--- src/rtl/gray_pkg.sv ---
// Shared types and constants for the gray-mean binarization stage.
// Gray is carried in the red byte of an RGB888 word.
package gray_pkg;

  typedef enum logic [2:0] {
    StIdle,
    StP1Rd,
    StP1Wait,
    StDiv,
    StP2Rd,
    StP2Wait,
    StDone
  } state_e;

  localparam logic [23:0] PIX_WHITE = 24'hFFFFFF;
  localparam logic [23:0] PIX_BLACK = 24'h000000;

  localparam int unsigned GRAY_MSB = 23;
  localparam int unsigned GRAY_LSB = 16;

  function automatic logic [7:0] gray_of(input logic [23:0] px);
    return px[GRAY_MSB:GRAY_LSB];
  endfunction

endpackage

--- src/rtl/seq_div.sv ---
// Restoring divider, one quotient bit per cycle. The first bit is resolved in the start cycle,
// so valid pulses exactly N_W cycles after start. A zero divisor yields an all-ones quotient.
module seq_div #(
  parameter int unsigned N_W = 16,
  parameter int unsigned D_W = 8
) (
  input  logic           clk,
  input  logic           reset,
  input  logic           start,
  input  logic [N_W-1:0] dividend,
  input  logic [D_W-1:0] divisor,
  output logic           busy,
  output logic           valid,
  output logic [N_W-1:0] quotient
);

  localparam int unsigned CNT_W = $clog2(N_W + 1);

  logic [N_W-1:0]   quo_q, quo_d;
  logic [D_W-1:0]   rem_q, rem_d;
  logic [CNT_W-1:0] cnt_q, cnt_d;
  logic             busy_q, busy_d;
  logic             valid_q, valid_d;

  logic             start_ok;
  logic [N_W-1:0]   quo_in;
  logic [D_W-1:0]   rem_in;
  logic [D_W:0]     trial;
  logic             fits;

  assign start_ok = start && !busy_q;

  always_comb begin
    quo_in  = start_ok ? dividend : quo_q;
    rem_in  = start_ok ? '0 : rem_q;
    trial   = {rem_in, quo_in[N_W-1]};
    fits    = (trial >= {1'b0, divisor});
    quo_d   = quo_q;
    rem_d   = rem_q;
    cnt_d   = cnt_q;
    busy_d  = busy_q;
    valid_d = 1'b0;
    if (start_ok || busy_q) begin
      quo_d = {quo_in[N_W-2:0], fits};
      rem_d = fits ? D_W'(trial - {1'b0, divisor}) : trial[D_W-1:0];
      if (start_ok) begin
        cnt_d  = CNT_W'(N_W - 1);
        busy_d = 1'b1;
      end else begin
        cnt_d = cnt_q - 1'b1;
        if (cnt_q == CNT_W'(1)) begin
          busy_d  = 1'b0;
          valid_d = 1'b1;
        end
      end
    end
  end

  always_ff @(posedge clk) begin
    if (reset) begin
      quo_q   <= '0;
      rem_q   <= '0;
      cnt_q   <= '0;
      busy_q  <= 1'b0;
      valid_q <= 1'b0;
    end else begin
      quo_q   <= quo_d;
      rem_q   <= rem_d;
      cnt_q   <= cnt_d;
      busy_q  <= busy_d;
      valid_q <= valid_d;
    end
  end

  assign busy     = busy_q;
  assign valid    = valid_q;
  assign quotient = quo_q;

endmodule

--- src/rtl/gray_mean_binarize.sv ---
// Two-pass global-mean binarizer: pass 1 sums the gray frame, a sequential divide yields the
// mean, pass 2 rereads each pixel and writes white (>= mean) or black.
module gray_mean_binarize
  import gray_pkg::*;
#(
  parameter int unsigned V_SIZE = 4,
  parameter int unsigned H_SIZE = 4,
  localparam int unsigned IMG_SIZE = V_SIZE * H_SIZE,
  localparam int unsigned ADDR_W = (IMG_SIZE > 1) ? $clog2(IMG_SIZE) : 1,
  localparam int unsigned ACC_W = 8 + ADDR_W
) (
  input  logic              clk,
  input  logic              reset,
  input  logic              start,
  output logic              rd_pixel,
  output logic [ADDR_W-1:0] rd_addr,
  input  logic              pixel_val,
  input  logic [23:0]       pixel_in,
  output logic              wr_pixel,
  output logic [ADDR_W-1:0] wr_addr,
  output logic [23:0]       pixel_out,
  output logic              busy,
  output logic [7:0]        mean,
  output logic              done
);

  localparam int unsigned       DIV_W     = ADDR_W + 1;
  localparam logic [ADDR_W-1:0] LAST_ADDR = ADDR_W'(IMG_SIZE - 1);
  localparam logic [DIV_W-1:0]  DIVISOR   = DIV_W'(IMG_SIZE);

  state_e            state_q, state_d;
  logic [ACC_W-1:0]  acc_q, acc_d;
  logic [ADDR_W-1:0] rd_addr_q, rd_addr_d;
  logic              wr_pixel_q, wr_pixel_d;
  logic [ADDR_W-1:0] wr_addr_q, wr_addr_d;
  logic [23:0]       pixel_out_q, pixel_out_d;
  logic              busy_q, busy_d;
  logic [7:0]        mean_q, mean_d;
  logic              done_q, done_d;

  logic              div_start;
  logic              div_busy;
  logic              div_valid;
  logic [ACC_W-1:0]  div_quo;
  logic [7:0]        gray;
  logic              last_addr;

  assign gray      = gray_of(pixel_in);
  assign last_addr = (rd_addr_q == LAST_ADDR);

  seq_div #(
    .N_W(ACC_W),
    .D_W(DIV_W)
  ) u_div (
    .clk     (clk),
    .reset   (reset),
    .start   (div_start),
    .dividend(acc_q),
    .divisor (DIVISOR),
    .busy    (div_busy),
    .valid   (div_valid),
    .quotient(div_quo)
  );

  always_comb begin
    state_d     = state_q;
    acc_d       = acc_q;
    rd_addr_d   = rd_addr_q;
    wr_pixel_d  = 1'b0;
    wr_addr_d   = wr_addr_q;
    pixel_out_d = pixel_out_q;
    busy_d      = busy_q;
    mean_d      = mean_q;
    done_d      = done_q;
    div_start   = 1'b0;
    case (state_q)
      StIdle, StDone: begin
        if (start) begin
          acc_d     = '0;
          rd_addr_d = '0;
          done_d    = 1'b0;
          busy_d    = 1'b1;
          state_d   = StP1Rd;
        end
      end
      StP1Rd: state_d = StP1Wait;
      StP1Wait: begin
        if (pixel_val) begin
          acc_d = acc_q + ACC_W'(gray);
          if (last_addr) begin
            rd_addr_d = '0;
            state_d   = StDiv;
          end else begin
            rd_addr_d = rd_addr_q + 1'b1;
            state_d   = StP1Rd;
          end
        end
      end
      StDiv: begin
        // Kick the divider once; it is idle only on the first DIV cycle.
        div_start = !div_busy && !div_valid;
        if (div_valid) begin
          mean_d  = (|div_quo[ACC_W-1:8]) ? 8'hFF : div_quo[7:0];
          state_d = StP2Rd;
        end
      end
      StP2Rd: state_d = StP2Wait;
      StP2Wait: begin
        if (pixel_val) begin
          wr_pixel_d  = 1'b1;
          wr_addr_d   = rd_addr_q;
          pixel_out_d = (gray >= mean_q) ? PIX_WHITE : PIX_BLACK;
          if (last_addr) begin
            busy_d  = 1'b0;
            done_d  = 1'b1;
            state_d = StDone;
          end else begin
            rd_addr_d = rd_addr_q + 1'b1;
            state_d   = StP2Rd;
          end
        end
      end
      default: state_d = StIdle;
    endcase
  end

  always_ff @(posedge clk) begin
    if (reset) begin
      state_q     <= StIdle;
      acc_q       <= '0;
      rd_addr_q   <= '0;
      wr_pixel_q  <= 1'b0;
      wr_addr_q   <= '0;
      pixel_out_q <= '0;
      busy_q      <= 1'b0;
      mean_q      <= '0;
      done_q      <= 1'b0;
    end else begin
      state_q     <= state_d;
      acc_q       <= acc_d;
      rd_addr_q   <= rd_addr_d;
      wr_pixel_q  <= wr_pixel_d;
      wr_addr_q   <= wr_addr_d;
      pixel_out_q <= pixel_out_d;
      busy_q      <= busy_d;
      mean_q      <= mean_d;
      done_q      <= done_d;
    end
  end

  assign rd_pixel  = (state_q == StP1Rd) || (state_q == StP2Rd);
  assign rd_addr   = rd_addr_q;
  assign wr_pixel  = wr_pixel_q;
  assign wr_addr   = wr_addr_q;
  assign pixel_out = pixel_out_q;
  assign busy      = busy_q;
  assign mean      = mean_q;
  assign done      = done_q;

endmodule

--- config.mk ---
export PLATFORM = sky130hd
export DESIGN_NAME = gray_mean_binarize
export DESIGN_NICKNAME = d
export VERILOG_FILES = /design/src/rtl/gray_pkg.sv /design/src/rtl/seq_div.sv /design/src/rtl/gray_mean_binarize.sv
export SDC_FILE = /design/constraint.sdc
export NUM_CORES = 1
export LEC_CHECK = 0
export BUFFER_PORTS_ARGS = -buffer_cell sky130_fd_sc_hd__clkbuf_2
export CORE_UTILIZATION = 58
export CTS_CLUSTER_DIAMETER = 100
export DETAILED_ROUTE_END_ITERATION = 16
export GPL_TIMING_DRIVEN = 0
export HOLD_SLACK_MARGIN = 0.06
export PLACE_DENSITY = 0.95
export RECOVER_POWER = 50
export SLEW_MARGIN = 25
export SYNTH_ARGS = -nofsm -noshare
export SYNTH_HDL_FRONTEND = slang
export SYNTH_SLANG_ARGS = --single-unit
--- constraint.sdc ---
create_clock -name clk -period 4.4 [get_ports clk]
set_input_delay 0.88 -clock clk [delete_from_list [all_inputs] [get_ports clk]]
set_output_delay 0.88 -clock clk [all_outputs]
set_load 0.05 [all_outputs]
# Word level (Yosys, flattened, before mapping)
# Cells that the tools add are included.
[word_totals]
input_bits = 28
elab_cells = 93
register_bits = 81
output_inout_bits = 44
[classes]
n_addsub = 4
reduce_logical = 22
mux = 35
eq_ne = 14
bitwise = 2
magnitude_cmp = 2
[op_table]
columns = ["operator", "count"]
rows = [
  ["$mux W12", 3],
  ["$mux W24", 1],
  ["$mux W4", 6],
  ["$pmux W12 S2", 1],
  ["$pmux W3 S6", 1],
  ["$add A12 B8 Y12", 1],
  ["$mux W3", 4],
  ["$pmux W4 S3", 1],
  ["$mux W1", 11],
  ["$mux W5", 2],
  ["$ne A2 B2 Y1 const B", 5],
  ["$eq A3 B3 Y1 const B", 3],
  ["$ge A8 B8 Y1", 1],
  ["$mux W8", 1],
  ["$reduce_and A4 Y1", 2],
  ["$eq A3 B2 Y1 const B", 2],
  ["$ge A6 B5 Y1 const B", 1],
  ["$reduce_and A2 Y1", 3],
  ["$reduce_bool A2 Y1", 3],
  ["$reduce_and A5 Y1", 1],
  ["$sub A5 B5 Y5 const B", 1],
  ["$add A4 B1 Y4 const B", 1],
  ["$eq A4 B1 Y1 const B", 1],
  ["$eq A4 B4 Y1 const B", 1],
  ["other kinds (15)", 22],
]

# Longest topological paths before layout
# Gate-level depths: netlist (run 1).
[depth]
depth_word = 7
mapped_depth = 7
mapped_depth_nobuf = 7

# Cells and area by module
# Synthesis (run 1) repeated with hierarchy kept, for this count alone.
[unflattened]
cells_unflattened = 424
hier_area_um2 = 3509.6
[by_module_without_submodules]
columns = ["mod", "area_each_um2", "instances", "cells_per_inst", "seq_area_each_um2"]
rows = [
  ["gray_mean_binarize", 2174.6, 1, 271, 700.7],
  ["seq_div", 1335.0, 1, 153, 460.4],
]

# Worst setup path after synthesis (run 1)
# OpenSTA, ideal clock, no wires.
[synth_path]
path_type = "input to register"
from = "in pixel_in[16]"
to = "reg acc_q[8]"
setup_slack_ns = 2.081
required_ns = 4.274
arrival_time_ns = 2.193
path_stages = 7
setup_time_ns = 0.126
n_path_buf = 0
cell_sequence = "ha_1 -> fa_1 -> a211oi_1 -> o21bai_1 -> a21oi_1 -> or3_1 -> a21boi_0"
[synth_via]
elab_chain_cells = 3
[synth_rtl]
columns = ["item", "line_no", "source"]
rows = [
  ["start: declaration", "gray_mean_binarize.sv:18", "input logic [23:0] pixel_in,"],
  ["$add A12 B8 Y12", "gray_mean_binarize.sv:89", "acc_d = acc_q + ACC_W'(gray);"],
  ["$mux W12", "gray_mean_binarize.sv:88", "if (pixel_val) begin"],
  ["$pmux W12 S2", "gray_mean_binarize.sv:76", "case (state_q)"],
  ["end signal: assignment", "gray_mean_binarize.sv:130", "acc_q <= '0;"],
  ["end signal: assignment", "gray_mean_binarize.sv:140", "acc_q <= acc_d;"],
  ["end: declaration", "gray_mean_binarize.sv:32", "logic [ACC_W-1:0] acc_q, acc_d;"],
]
# No other way between the ends. The select of a mux whose other input is x is not followed.
# A chain may end at the register's enable or synchronous reset.

==> results of run 1 <==
[layout by cell type, fill, tap and decap left out, drive strengths merged, types with 3 or more instances in the layout]
master and instances:
clkbuf 81, dfxtp 58, a21oi 40, nand2 36, nor2 35, buf 27
ha 19, nand3 14, inv 14, a22oi 13, nor3 12, mux2i 10
o21ai 9, nand3b 8, xnor2 6, nor2b 6, nand2b 5, a21o 5
a211oi 4, and2 4, and3 3, or3 3, clkinvlp 3, o211ai 3
clkinv 3
[tightest hold or removal path, cell delays in order (launching register included)]
cell     delay [ps]
dfxtp_1         310
nand2_1          60
nor3_1           40
[flip-flops by register name, indices dropped and copies added (netlist names)]
| register | count |
|---|---|
| done | 1 |
| state_q | 3 |
| wr_addr | 4 |
| busy | 1 |
| u_div.cnt_q | 4 |
| acc_q | 12 |
| u_div.quotient | 12 |
| mean | 8 |
| u_div.rem_q | 5 |
| u_div.valid | 1 |
| wr_pixel | 1 |
| rd_addr | 4 |
| u_div.busy | 1 |
| pixel_out | 1 |
[area by class of cell]
class | instances | area, um2 | share of cell area, %
clock buffer | 10 | 138 | 3.72
timing repair buffer | 55 | 255 | 6.89
sequential | 58 | 1160 | 31.4
buffer | 43 | 254 | 6.86
clock inverter | 6 | 41.3 | 1.12
inverter | 14 | 52.6 | 1.42
multi-input combinational | 268 | 1710 | 46.3
tap | 70 | 87.6 | 2.37
[path summary, 6_finish.rpt]
check	from	to	slack [ps]
max	pixel_out[22]$_SDFFE_PP0P_	pixel_out[17]	1830
min	u_div.rem_q[4]$_SDFFE_PP0P_	u_div.rem_q[4]$_SDFFE_PP0P_	450
min reg2reg	u_div.rem_q[4]$_SDFFE_PP0P_	u_div.rem_q[4]$_SDFFE_PP0P_	450
max reg2reg	state_q[1]$_SDFFE_PP0P_	acc_q[11]$_SDFFE_PP0P_	1960
[through the flow]
stage | setup WS [ps] | cells | cell area, um2 | util, % | power [uW]
global route | 1750 | 524 | 3700 | 71.1 | 1160
CTS | 1840 | 524 | 3750 | 72.1 | 1120
detailed placement | 1740 | 508 | 3570 | 68.7 | 687
floorplan | 2080 | 383 | 3210 | - | 650
finish | 1830 | 524 | 3700 | 71.1 | 1120
global placement | 1830 | 508 | 3570 | 68.7 | 680
[power groups by stage]
stage / sequential, uW / clock, uW / combinational, uW
3_3_place_gp: 552 / 0 / 128
4_1_cts: 541 / 447 / 137
2_1_floorplan: 562 / 0 / 87.3
3_5_place_dp: 552 / 0 / 134
5_1_grt: 541 / 476 / 145
6_report: 541 / 447 / 135
[metal layers]
layer  up-vias  track usage (%)  share of wire, %
li1       1462                -                 -
met1      1418             30.8                40
met2       160             49.4                48
met3        47             7.19               7.1
met4         0             21.0               5.5
met5         -                0                 0
[kinds of logic after synthesis]
kind of cell               after synthesis
and+or+nand+nor                        136
AOI/OAI and AO/OA                       93
DFF                                     58
buffers and inverters                   57
adders and majority gates               20
muxes                                   11
xor gates and xnor gates                 8
==> results.env, run 1 <==
WORST_PATH_LARGEST_CELL_DELAY_PS=810
INTERNAL_POWER_uW=797
POWER_SWITCHING_uW=326
FLOORPLAN.DIE.HEIGHT_UM=76.4
POSTCTSRESIZEDCELLS=0
GP_CONGESTION=0.850
NUM_IO_PINS=72
SYNTHESIZED_FLOP_AND_LATCH_TOTAL=58
MAX_CAPACITANCE_VIOLATION_COUNT=0
NETLIST.AREA_LEADER.SHARE_PCT=36.2
NUM-FILL-CELLS=429
GRT_FIRST_PASS_WIRELENGTH_UM=13100
DETAILEDROUTE.FIRSTITERATIONVIOLATIONS=288
DRT-PASS1-ITER-COUNT=7
GRT_PASS1_VIAS=2922
DIE-AREA_MM2=0.00584
DEPTH_OF_THE_CRITICAL_TIMING_PATH_WITH_BUFFERS_AND_INVERTERS_INCLUDED=2
MAPPEDNETLISTAREA_MM2=0.00321
IR_WORST_VDD_uV=200
AREAGROWTHSYNTHTOFINISH_PCT=15.3
COUNT_OF_MAPPED_CELLS_OUT_OF_SYNTHESIS=383
SEQ_AREA_FRAC_SYNTH_PCT=36.2
CTS_BUFFER_DEPTH=2
DIEWIDTH_UM=76.4
RELSLEWSLACK_PCT=49.7
DRIVE_ABOVE_1_SHARE_PCT=18.7
POWER.SHARE.CLOCK_PCT=39.8
TIGHTESTPINTRANSITION_PS=753
FF2FF_PATH_DEPTH=7
ROUTED_WL_UM=8360
GRT_OVERFLOW=0
CLOCK_PIN_SLEW_WORST_SETUP_AND_HOLD_PATHS_PS=70
UNREPAIRED_SETUP_ENDPOINTS_AFTER_GLOBAL_ROUTING='false'
ANTENNA_VIOLATIONS_BEFORE_REPAIR=0
WL_PER_CELL_UM=15.9
CTS_MAX_LEVEL=3
DPL.HPWL_UM=5860
SYN_AVG_CELL_AREA_UM2=8.39
POST-SYNTH-TOP-COUNT-CELL='dfxtp_1'
LAYOUT_MIN_CYCLE_TIME_PS=2570
NUM-NETS-FINAL=497
SYNTH_AREA_LEADERS='dfxtp_1 (36%), ha_1 (7.4%), a21oi_1 (6.2%)'
FINAL-HOLD-VIOLATION-COUNT=0
FINAL.PERIOD_UTILIZATION_PCT=58.4
FIN_WORST_HOLD_SLACK_PS=445
CELL_ROW_COUNT=26
YOSYS.AREA.TOP_TYPE='dfxtp_1'
TIMING.CRITICAL_PATH.TO_TYPE='output pin'
TIMING.CLOCK.SKEW_PS=6.41
SETUP.WORST_PATH.START_CLASS='register'
MAXIMUM_CLOCK_RATE_MHz=389
CORE_AREA_MM2=0.00520
SETUP-VIOLATIONS-FINAL=0
TRITONCTS='built'
CP_CELL_SEQUENCE='buf_4 > clkbuf_2'
FIN_SETUP_TNS_PS=0
SYNTH_WARNINGS=0
POST_SYNTH_MUX_AREA_SHARE_PCT=3.93
CLK_LATENCY_PS=350
TIMING.CRITICAL_PATH.SLOWEST_STAGE_CELL='dfxtp_1'
CRITICAL-PATH-TOP-DELAY-FAMILY='flip-flops'
SYNTH.LIB_CELLS_USED.DISTINCT=55
ANTENNA_LEFT=0
POSTSYNTH.ASYNCRESETSHARE_PCT=0
RESULT_OF_THE_RUN='completed'
CTS-BUFFERS-INSERTED=9
ANTENNA_CELLS=0
COMB_POWER_SHARE_PCT=12.0
SYNTH_COMPOUND_AREA_SHARE_PCT=18.9
START_UTIL_PCT=61.7
SYNTHFLOPTYPE='dfxtp_1'
CRITICAL_PATH_REQUIRED_PS=3520
SYNTH_SIMPLE_GATE_AREA_SHARE_PCT=21.0
SYNTH-ADDER-AREA-SHARE_PCT=8.02
VIASPERCELL=5.89
GRT_USAGE_PCT=28.8
CTS_NUM_SINKS=58
SYNTHTOPCELLSBYCOUNT='dfxtp_1 (58), a21oi_1 (40), nand2_1 (36)'
POST_CTS_BUFFERS=0
WHS_PATH_DEPTH=2
GRT_START_MAX_NET_PINS=26
SLEW_LIMIT_FAILS=0
CTSHOLDBUFFERS=0
SYNTH_ENABLE_FLOP_CELLS=0
SYNTH.NET_COUNT=431
WORST-ENDPOINT-ARRIVAL_PS=1690
WORSTSETUPPATHTYPE='reg2out'
VIAS=3087
CP_NUM_BUF_INV=2
SYNTH_TOP_FAMILY_BY_AREA='simple AND/OR/NAND/NOR gates'
HP-CLASS='reg2reg'
POWER_FRAC_SEQ_PCT=48.1
NETSWITCHINGFRACTION_PCT=29.0
POST-ROUTE-DRC-COUNT=0
CRITICAL_PATH.MAX_FANOUT=25
CTS_ROOT_BUF='clkbuf_8'
POWER.STATIC_LEAKAGE_uW=0.00154
IO_BUFFER_COUNT=55
SYNTH-XOR-AREA-SHARE_PCT=2.18
POWER_DENSITY_mW_PER_MM2=303
Note: power is estimated with default switching activity, not from simulation.
==> run 2, diff against run 1 <==
--- a/config.mk
+++ b/config.mk
@@ -6,12 +6,12 @@
 export NUM_CORES = 1
 export LEC_CHECK = 0
 export BUFFER_PORTS_ARGS = -buffer_cell sky130_fd_sc_hd__clkbuf_2
-export CORE_UTILIZATION = 58
+export CORE_UTILIZATION = 54
 export CTS_CLUSTER_DIAMETER = 100
 export DETAILED_ROUTE_END_ITERATION = 16
 export GPL_TIMING_DRIVEN = 0
 export HOLD_SLACK_MARGIN = 0.06
-export PLACE_DENSITY = 0.95
+export PLACE_DENSITY = 0.9
 export RECOVER_POWER = 50
 export SLEW_MARGIN = 25
 export SYNTH_ARGS = -nofsm -noshare
==> constraint.sdc (replaced) <==
create_clock -name clk -period 2.6 [get_ports clk]
set_input_delay 0.52 -clock clk [delete_from_list [all_inputs] [get_ports clk]]
set_output_delay 0.52 -clock clk [all_outputs]
set_load 0.05 [all_outputs]
==> results.env, run 2 (synthesis results as in run 1) <==
RESULT_OF_THE_RUN='completed'
SETUP-VIOLATIONS-FINAL=0  # unchanged
DPL_CELL_AREA_MM2=0.00358  # about the same
RELSLEWSLACK_PCT=51.1  # +1.4 points
SLEW_LIMIT_FAILS=0  # unchanged
ANTENNA_VIOLATIONS_BEFORE_REPAIR=0  # unchanged
WORST_PATH_LARGEST_CELL_DELAY_PS=360  # -450 ps
NUM-NETS-FINAL=497  # unchanged
WORSTSETUPPATHTYPE='reg2out'
TIMING.CRITICAL_PATH.TO_TYPE='output pin'
CTS_BUFFER_DEPTH=2  # unchanged
CTS-BUFFERS-INSERTED=9  # unchanged
DIE-AREA_MM2=0.00626  # +7.2%
NUM-FILL-CELLS=477  # +11%
GRT_PASS1_VIAS=2876  # -1.6%
SETUP.WORST_PATH.START_CLASS='register'
POSTCTSRESIZEDCELLS=0  # unchanged
TIMING.CLOCK.SKEW_PS=9.53  # +3.12 ps
GRT_START_MAX_NET_PINS=26  # unchanged
TIMING.CRITICAL_PATH.MODE_CELL='clkbuf_1'
AREAGROWTHSYNTHTOFINISH_PCT=16.2
LAYOUT.CELLS.MOST_COMMON_LIST='dfxtp_1 (58), a21oi_1 (40), clkbuf_1 (37)'
GRT_FIRST_PASS_WIRELENGTH_UM=12800  # -2.8%
POST-ROUTE-DRC-COUNT=0  # unchanged
LAYOUT.CELL_AREA.NON_FILLER_MM2=0.00373  # +0.81%
CLK_LATENCY_PS=350  # about the same
CTS_ROOT_BUF='clkbuf_8'
FINAL_COMMON_CELL='dfxtp_1'
FIN_SETUP_TNS_PS=0  # unchanged
HP-CLASS='reg2reg'
WORST-ENDPOINT-ARRIVAL_PS=1680  # about the same
DIEWIDTH_UM=79.1  # +3.5%
GRT_OVERFLOW=0  # unchanged
IR_WORST_VDD_uV=278  # +39%
CRITICAL_PATH_REQUIRED_PS=2080  # -1440 ps
CORE_AREA_MM2=0.00561  # +7.7%
ROUTED_WL_UM=7920  # -5.2%
FINAL-HOLD-VIOLATION-COUNT=0  # unchanged
POWER_DENSITY_mW_PER_MM2=526  # +73%
VIASPERCELL=5.72  # -2.9%
MAXIMUM_CLOCK_RATE_MHz=454
TIMING.CRITICAL_PATH.SLOWEST_STAGE_CELL='clkbuf_1'
WL_PER_CELL_UM=15.1  # -5.5%
START_UTIL_PCT=57.3  # -4.4 points
GP_CONGESTION=0.904  # +6.4%
CELL_ROW_COUNT=27  # +3.8%
VIAS=3010  # -2.5%
FLOORPLAN.DIE.HEIGHT_UM=79.1  # +3.5%
CRITICAL_PATH.MAX_FANOUT=10  # -60%
TRITONCTS='built'
CP_CELL_SEQUENCE='clkbuf_1 > clkbuf_1 > nor2_1 > clkbuf_2'
MAX_CAPACITANCE_VIOLATION_COUNT=0  # unchanged
CTS_MAX_LEVEL=3  # unchanged
TIGHTESTPINTRANSITION_PS=733  # -20.5 ps
NUM_IO_PINS=72  # unchanged
CLOCK_PIN_SLEW_WORST_SETUP_AND_HOLD_PATHS_PS=70  # about the same
GRT_USAGE_PCT=26.4  # -2.4 points
CTSHOLDBUFFERS=0  # unchanged
DPL.HPWL_UM=5700  # -2.7%
POST_CTS_BUFFERS=0  # unchanged
FINAL_UTIL_PCT=66.6  # -4.6 points
LAYOUT_MIN_CYCLE_TIME_PS=2200
CTS_NUM_SINKS=58  # unchanged
DETAILEDROUTE.FIRSTITERATIONVIOLATIONS=149  # -48%
UNREPAIRED_SETUP_ENDPOINTS_AFTER_GLOBAL_ROUTING='false'
ANTENNA_LEFT=0  # unchanged
IO_BUFFER_COUNT=55  # unchanged
DRT-PASS1-ITER-COUNT=5  # -2
POWER.STATIC_LEAKAGE_uW=0.00155  # +0.50%
ANTENNA_CELLS=0  # unchanged
DRIVE_ABOVE_1_SHARE_PCT=18.1  # -0.66 points
FINAL.PERIOD_UTILIZATION_PCT=84.7
## run 2: changes by cell type in the layout (fill, tap and decap cells not counted), sizes merged
cell,change
clkbuf,+4
inv,-1
buf,-1
clkinvlp,-2
## run 2: where the power goes
group          internal (uW)  switching [uW]
Combinational           76.7             151
Clock                    450             369
Sequential               903            12.5
## run 2: worst paths after layout
check | slack, ps | end | startpoint | depth (start not counted)
setup / recovery | 400 | rd_pixel | state_q[1]$_SDFFE_PP0P_ | 4
setup reg to reg | 410 | mean[4]$_SDFFE_PP0P_ | state_q[1]$_SDFFE_PP0P_ | 7
hold / removal | 440 | u_div.rem_q[4]$_SDFFE_PP0P_ | u_div.rem_q[4]$_SDFFE_PP0P_ | 2
hold reg to reg | 440 | u_div.rem_q[4]$_SDFFE_PP0P_ | u_div.rem_q[4]$_SDFFE_PP0P_ | 2
## run 2: layout make-up
type / count / area, um2 / share of cell area, %
inverter: 14 / 52.6 / 1.41
timing repair buffer: 55 / 250 / 6.70
buffer: 43 / 254 / 6.81
clock inverter: 3 / 21.3 / 0.570
multi-input combinational: 268 / 1720 / 46.2
clock buffer: 13 / 179 / 4.79
sequential: 58 / 1160 / 31.1
tap: 72 / 90.1 / 2.41
## run 2: critical path: cells and delay by family (launching register included)
kind | cells | cell delay, ps
buffers and inverters | 3 | 930
flip-flops | 1 | 310
AND/OR/NAND/NOR | 1 | 90
## run 2: routing by layer
metal	global-route usage (%)	vias up	wire length, um
met5	0	-	0
met4	12.2	0	205
met3	5.63	24	478
met2	46.6	103	3940
met1	30.2	1423	3300
li1	-	1460	-
## run 2: metrics by stage
| stage | hold WS (ps) | total power, uW | cells | worst slack (ps) |
|---|---|---|---|---|
| final | 439 | 1960 | 526 | 397 |
| after global routing | 470 | 2030 | 526 | 184 |
| after CTS | 441 | 1970 | 526 | 434 |
| after detailed placement | 430 | 1160 | 510 | 218 |
| after global placement | 424 | 1150 | 510 | 379 |
| after floorplan | 415 | 1100 | 383 | 641 |
==> run 3, diff against run 2 <==
--- a/config.mk
+++ b/config.mk
@@ -6,12 +6,12 @@
 export NUM_CORES = 1
 export LEC_CHECK = 0
 export BUFFER_PORTS_ARGS = -buffer_cell sky130_fd_sc_hd__clkbuf_2
-export CORE_UTILIZATION = 54
+export CORE_UTILIZATION = 49
 export CTS_CLUSTER_DIAMETER = 100
 export DETAILED_ROUTE_END_ITERATION = 16
 export GPL_TIMING_DRIVEN = 0
 export HOLD_SLACK_MARGIN = 0.06
-export PLACE_DENSITY = 0.9
+export PLACE_DENSITY = 0.86
 export RECOVER_POWER = 50
 export SLEW_MARGIN = 25
 export SYNTH_ARGS = -nofsm -noshare
==> constraint.sdc (replaced) <==
create_clock -name clk -period 1.9 [get_ports clk]
set_input_delay 0.38 -clock clk [delete_from_list [all_inputs] [get_ports clk]]
set_output_delay 0.38 -clock clk [all_outputs]
set_load 0.05 [all_outputs]
==> results.env, run 3 (synthesis results as in run 1) <==
CTS_ROOT_BUF='clkbuf_8'
MAXIMUM_CLOCK_RATE_MHz=554
NUM_IO_PINS=72  # unchanged
POWER.SHARE.CLOCK_PCT=47.5  # +5.8 points
CTSHOLDBUFFERS=0  # unchanged
AREAGROWTHSYNTHTOFINISH_PCT=21.8
ENDPOINT_OF_THE_WORST_REGISTER_TO_REGISTER_PATH='acc_q[10]$_SDFFE_PP0P_'
CLK_LATENCY_PS=350  # about the same
CLOCK_PIN_SLEW_WORST_SETUP_AND_HOLD_PATHS_PS=60  # about the same
PLACEMENT.SETUP.WORST_SLACK_PS=-263  # -482 ps
CRITICAL_PATH.MAX_FANOUT=4  # -6
GRT_PASS1_VIAS=2957  # +2.8%
GRT_USAGE_PCT=24.2  # -2.2 points
CTS_BUFFER_DEPTH=2  # unchanged
SLEW_LIMIT_FAILS=0  # unchanged
WORSTSETUPPATHTYPE='reg2reg'
CP_NUM_BUF_INV=0  # -3
COMB_POWER_SHARE_PCT=11.1  # -0.5 points
WORST-ENDPOINT-ARRIVAL_PS=2080  # +400 ps
START_UTIL_PCT=50.6  # -6.7 points
RELSLEWSLACK_PCT=59.8  # +8.8 points
TOP_LAYER_USED='met4'
POWER_DENSITY_mW_PER_MM2=774  # +47%
SETUP-VIOLATIONS-FINAL=0  # unchanged
FINAL_UTIL_PCT=61.6  # -4.9 points
FIN_TOTAL_PWR_uW=3030  # +54%
SETUP.WORST_PATH.START_CLASS='register'
IO_BUFFER_COUNT=55  # unchanged
DPL.HPWL_UM=5700  # about the same
WORST_PATH_LARGEST_CELL_DELAY_PS=410  # +50 ps
CTS_MAX_LEVEL=3  # unchanged
DEPTH_OF_THE_CRITICAL_TIMING_PATH_WITH_BUFFERS_AND_INVERTERS_INCLUDED=6  # +2
DRIVE_ABOVE_1_SHARE_PCT=25.2  # +7.1 points
MET2_WIRELENGTH_UM=4020  # +2.1%
IR_WORST_VDD_uV=427  # +54%
HP-CLASS='in2reg'
WORST_SETUP_PATH_STARTPOINT='acc_q[3]$_SDFFE_PP0P_'
ANTENNA_LEFT=0  # unchanged
NETSWITCHINGFRACTION_PCT=24.3  # -2.8 points
TIMING.CRITICAL_PATH.SLOWEST_STAGE_CELL='or4_1'
TIMING.CLOCK.SKEW_PS=7.66  # -1.86 ps
LAYOUT_MIN_CYCLE_TIME_PS=1810
FINAL-HOLD-VIOLATION-COUNT=0  # unchanged
WL_PER_CELL_UM=15.4  # +2.2%
CRITICAL_PATH_REQUIRED_PS=2180  # +100 ps
CELL_ROW_COUNT=29  # +7.4%
TIGHTESTPINTRANSITION_PS=605  # -128 ps
TIMING.CRITICAL_PATH.TO_TYPE='register'
LAYOUT.CELLS.MOST_COMMON_LIST='dfxtp_1 (53), clkbuf_2 (40), a21oi_1 (38)'
VIASPERCELL=5.69  # -0.49%
FINAL.PERIOD_UTILIZATION_PCT=95.1
FINAL_CRITICAL_PATH_SETUP_SLACK_PS=93.7  # -303 ps
DRT-PASS1-ITER-COUNT=4  # -1
MAX_CAPACITANCE_VIOLATION_COUNT=0  # unchanged
POWER.STATIC_LEAKAGE_uW=0.00162  # +5.0%
GRT_OVERFLOW=0  # unchanged
VIAS=3018  # +0.27%
POST_CTS_BUFFERS=0  # unchanged
RR_STARTPOINT='acc_q[3]$_SDFFE_PP0P_'
DIEWIDTH_UM=83.0  # +4.9%
RESULT_OF_THE_RUN='completed'
POST-ROUTE-DRC-COUNT=0  # unchanged
ROUTED_WL_UM=8160  # +3.0%
REGTOREGSETUPSLACK_PS=90  # -320 ps
DETAILEDROUTE.FIRSTITERATIONVIOLATIONS=291  # +95%
CRIT_END='acc_q[10]$_SDFFE_PP0P_'
DR_WL_MET3_UM=401  # -16%
CP_CELL_SEQUENCE='ha_1 > o21ai_1 > o21bai_2 > a21oi_2 > or4_1 > a21boi_1'
CTS_NUM_SINKS=58  # unchanged
FLOORPLAN.DIE.HEIGHT_UM=83.0  # +4.9%
POWER_SWITCHING_uW=737  # +38%
CRITICAL-PATH-TOP-DELAY-FAMILY='compound AO/OA/AOI/OAI gates'
DRT-MET1-WL_UM=3410  # +3.1%
UNREPAIRED_SETUP_ENDPOINTS_AFTER_GLOBAL_ROUTING='true'
ANTENNA_CELLS=0  # unchanged
DIE-AREA_MM2=0.00688  # +9.9%
ANTENNA_VIOLATIONS_BEFORE_REPAIR=0  # unchanged
FINAL_COMMON_CELL='dfxtp_1'
POWER_FRAC_SEQ_PCT=41.4  # -5.3 points
GP_CONGESTION=0.938  # +3.8%
TRITONCTS='built'
FF2FF_PATH_DEPTH=6  # -1
CORE_AREA_MM2=0.00635  # +13%
GRT_START_MAX_NET_PINS=26  # unchanged
HOLD_PATH.STARTPOINT='pixel_val'
NUM-NETS-FINAL=497  # unchanged
CTS-BUFFERS-INSERTED=9  # unchanged
INTERNAL_POWER_uW=2290  # +60%
GRT_FIRST_PASS_WIRELENGTH_UM=13300  # +4.5%
-- run 3: power by group through the flow --
stage	sequential, uW	combinational, uW	clock (uW)
2_1_floorplan	1300	202	0
3_3_place_gp	1280	299	0
3_5_place_dp	1280	312	0
4_1_cts	1250	318	1440
5_1_grt	1250	367	1500
6_report	1250	337	1440
-- run 3: worst min-delay path by stage --
stage / end / cells after the start
after floorplan: u_div.rem_q[4]$_SDFFE_PP0P_ / 2
after global placement: u_div.rem_q[4]$_SDFFE_PP0P_ / 2
after detailed placement: u_div.rem_q[4]$_SDFFE_PP0P_ / 2
after CTS: done$_SDFFE_PP0P_ / 3
after global routing: wr_pixel$_SDFF_PP0_ / 3
final: wr_pixel$_SDFF_PP0_ / 3
-- run 3: metrics by stage --
| stage | hold WS [ps] | std cells | TNS [ps] | cell area, um2 |
|---|---|---|---|---|
| floorplan | 415 | 383 | 0 | 3210 |
| global placement | 426 | 515 | -926 | 3580 |
| detailed placement | 433 | 515 | -1530 | 3580 |
| CTS | 405 | 530 | 0 | 3850 |
| global route | 449 | 530 | -4.26 | 3910 |
| finish | 440 | 530 | 0 | 3910 |
-- run 3: layout make-up --
type	instances	area [um2]
Tap cell	77	96.3
Clock inverter	4	98.8
Multi-Input combinational cell	268	1810
Fill cell	518	2440
Buffer	43	270
Inverter	14	56.3
Timing Repair Buffer	55	258
Clock buffer	11	151
Sequential cell	58	1170
-- run 3: repair_timing --
| action | CTS | global route |
|---|---|---|
| gates resized for setup | 5 | 24 |
| cloned | 0 | 0 |
| pin swaps | 0 | 3 |
| setup endpoints to repair | 31 | 26 |
-- run 3: tightest hold or removal path, delay by kind of cell --
| family | cells | cell delay, ps |
|---|---|---|
| simple gates | 2 | 210 |
| buf+inv | 1 | 140 |
-- run 3: per-layer routing --
layer  up-vias  GRT usage (%)
met5         -              0
met4         0           15.8
met3        34           5.67
met2        91           39.5
met1      1440           28.4
li1       1453              -
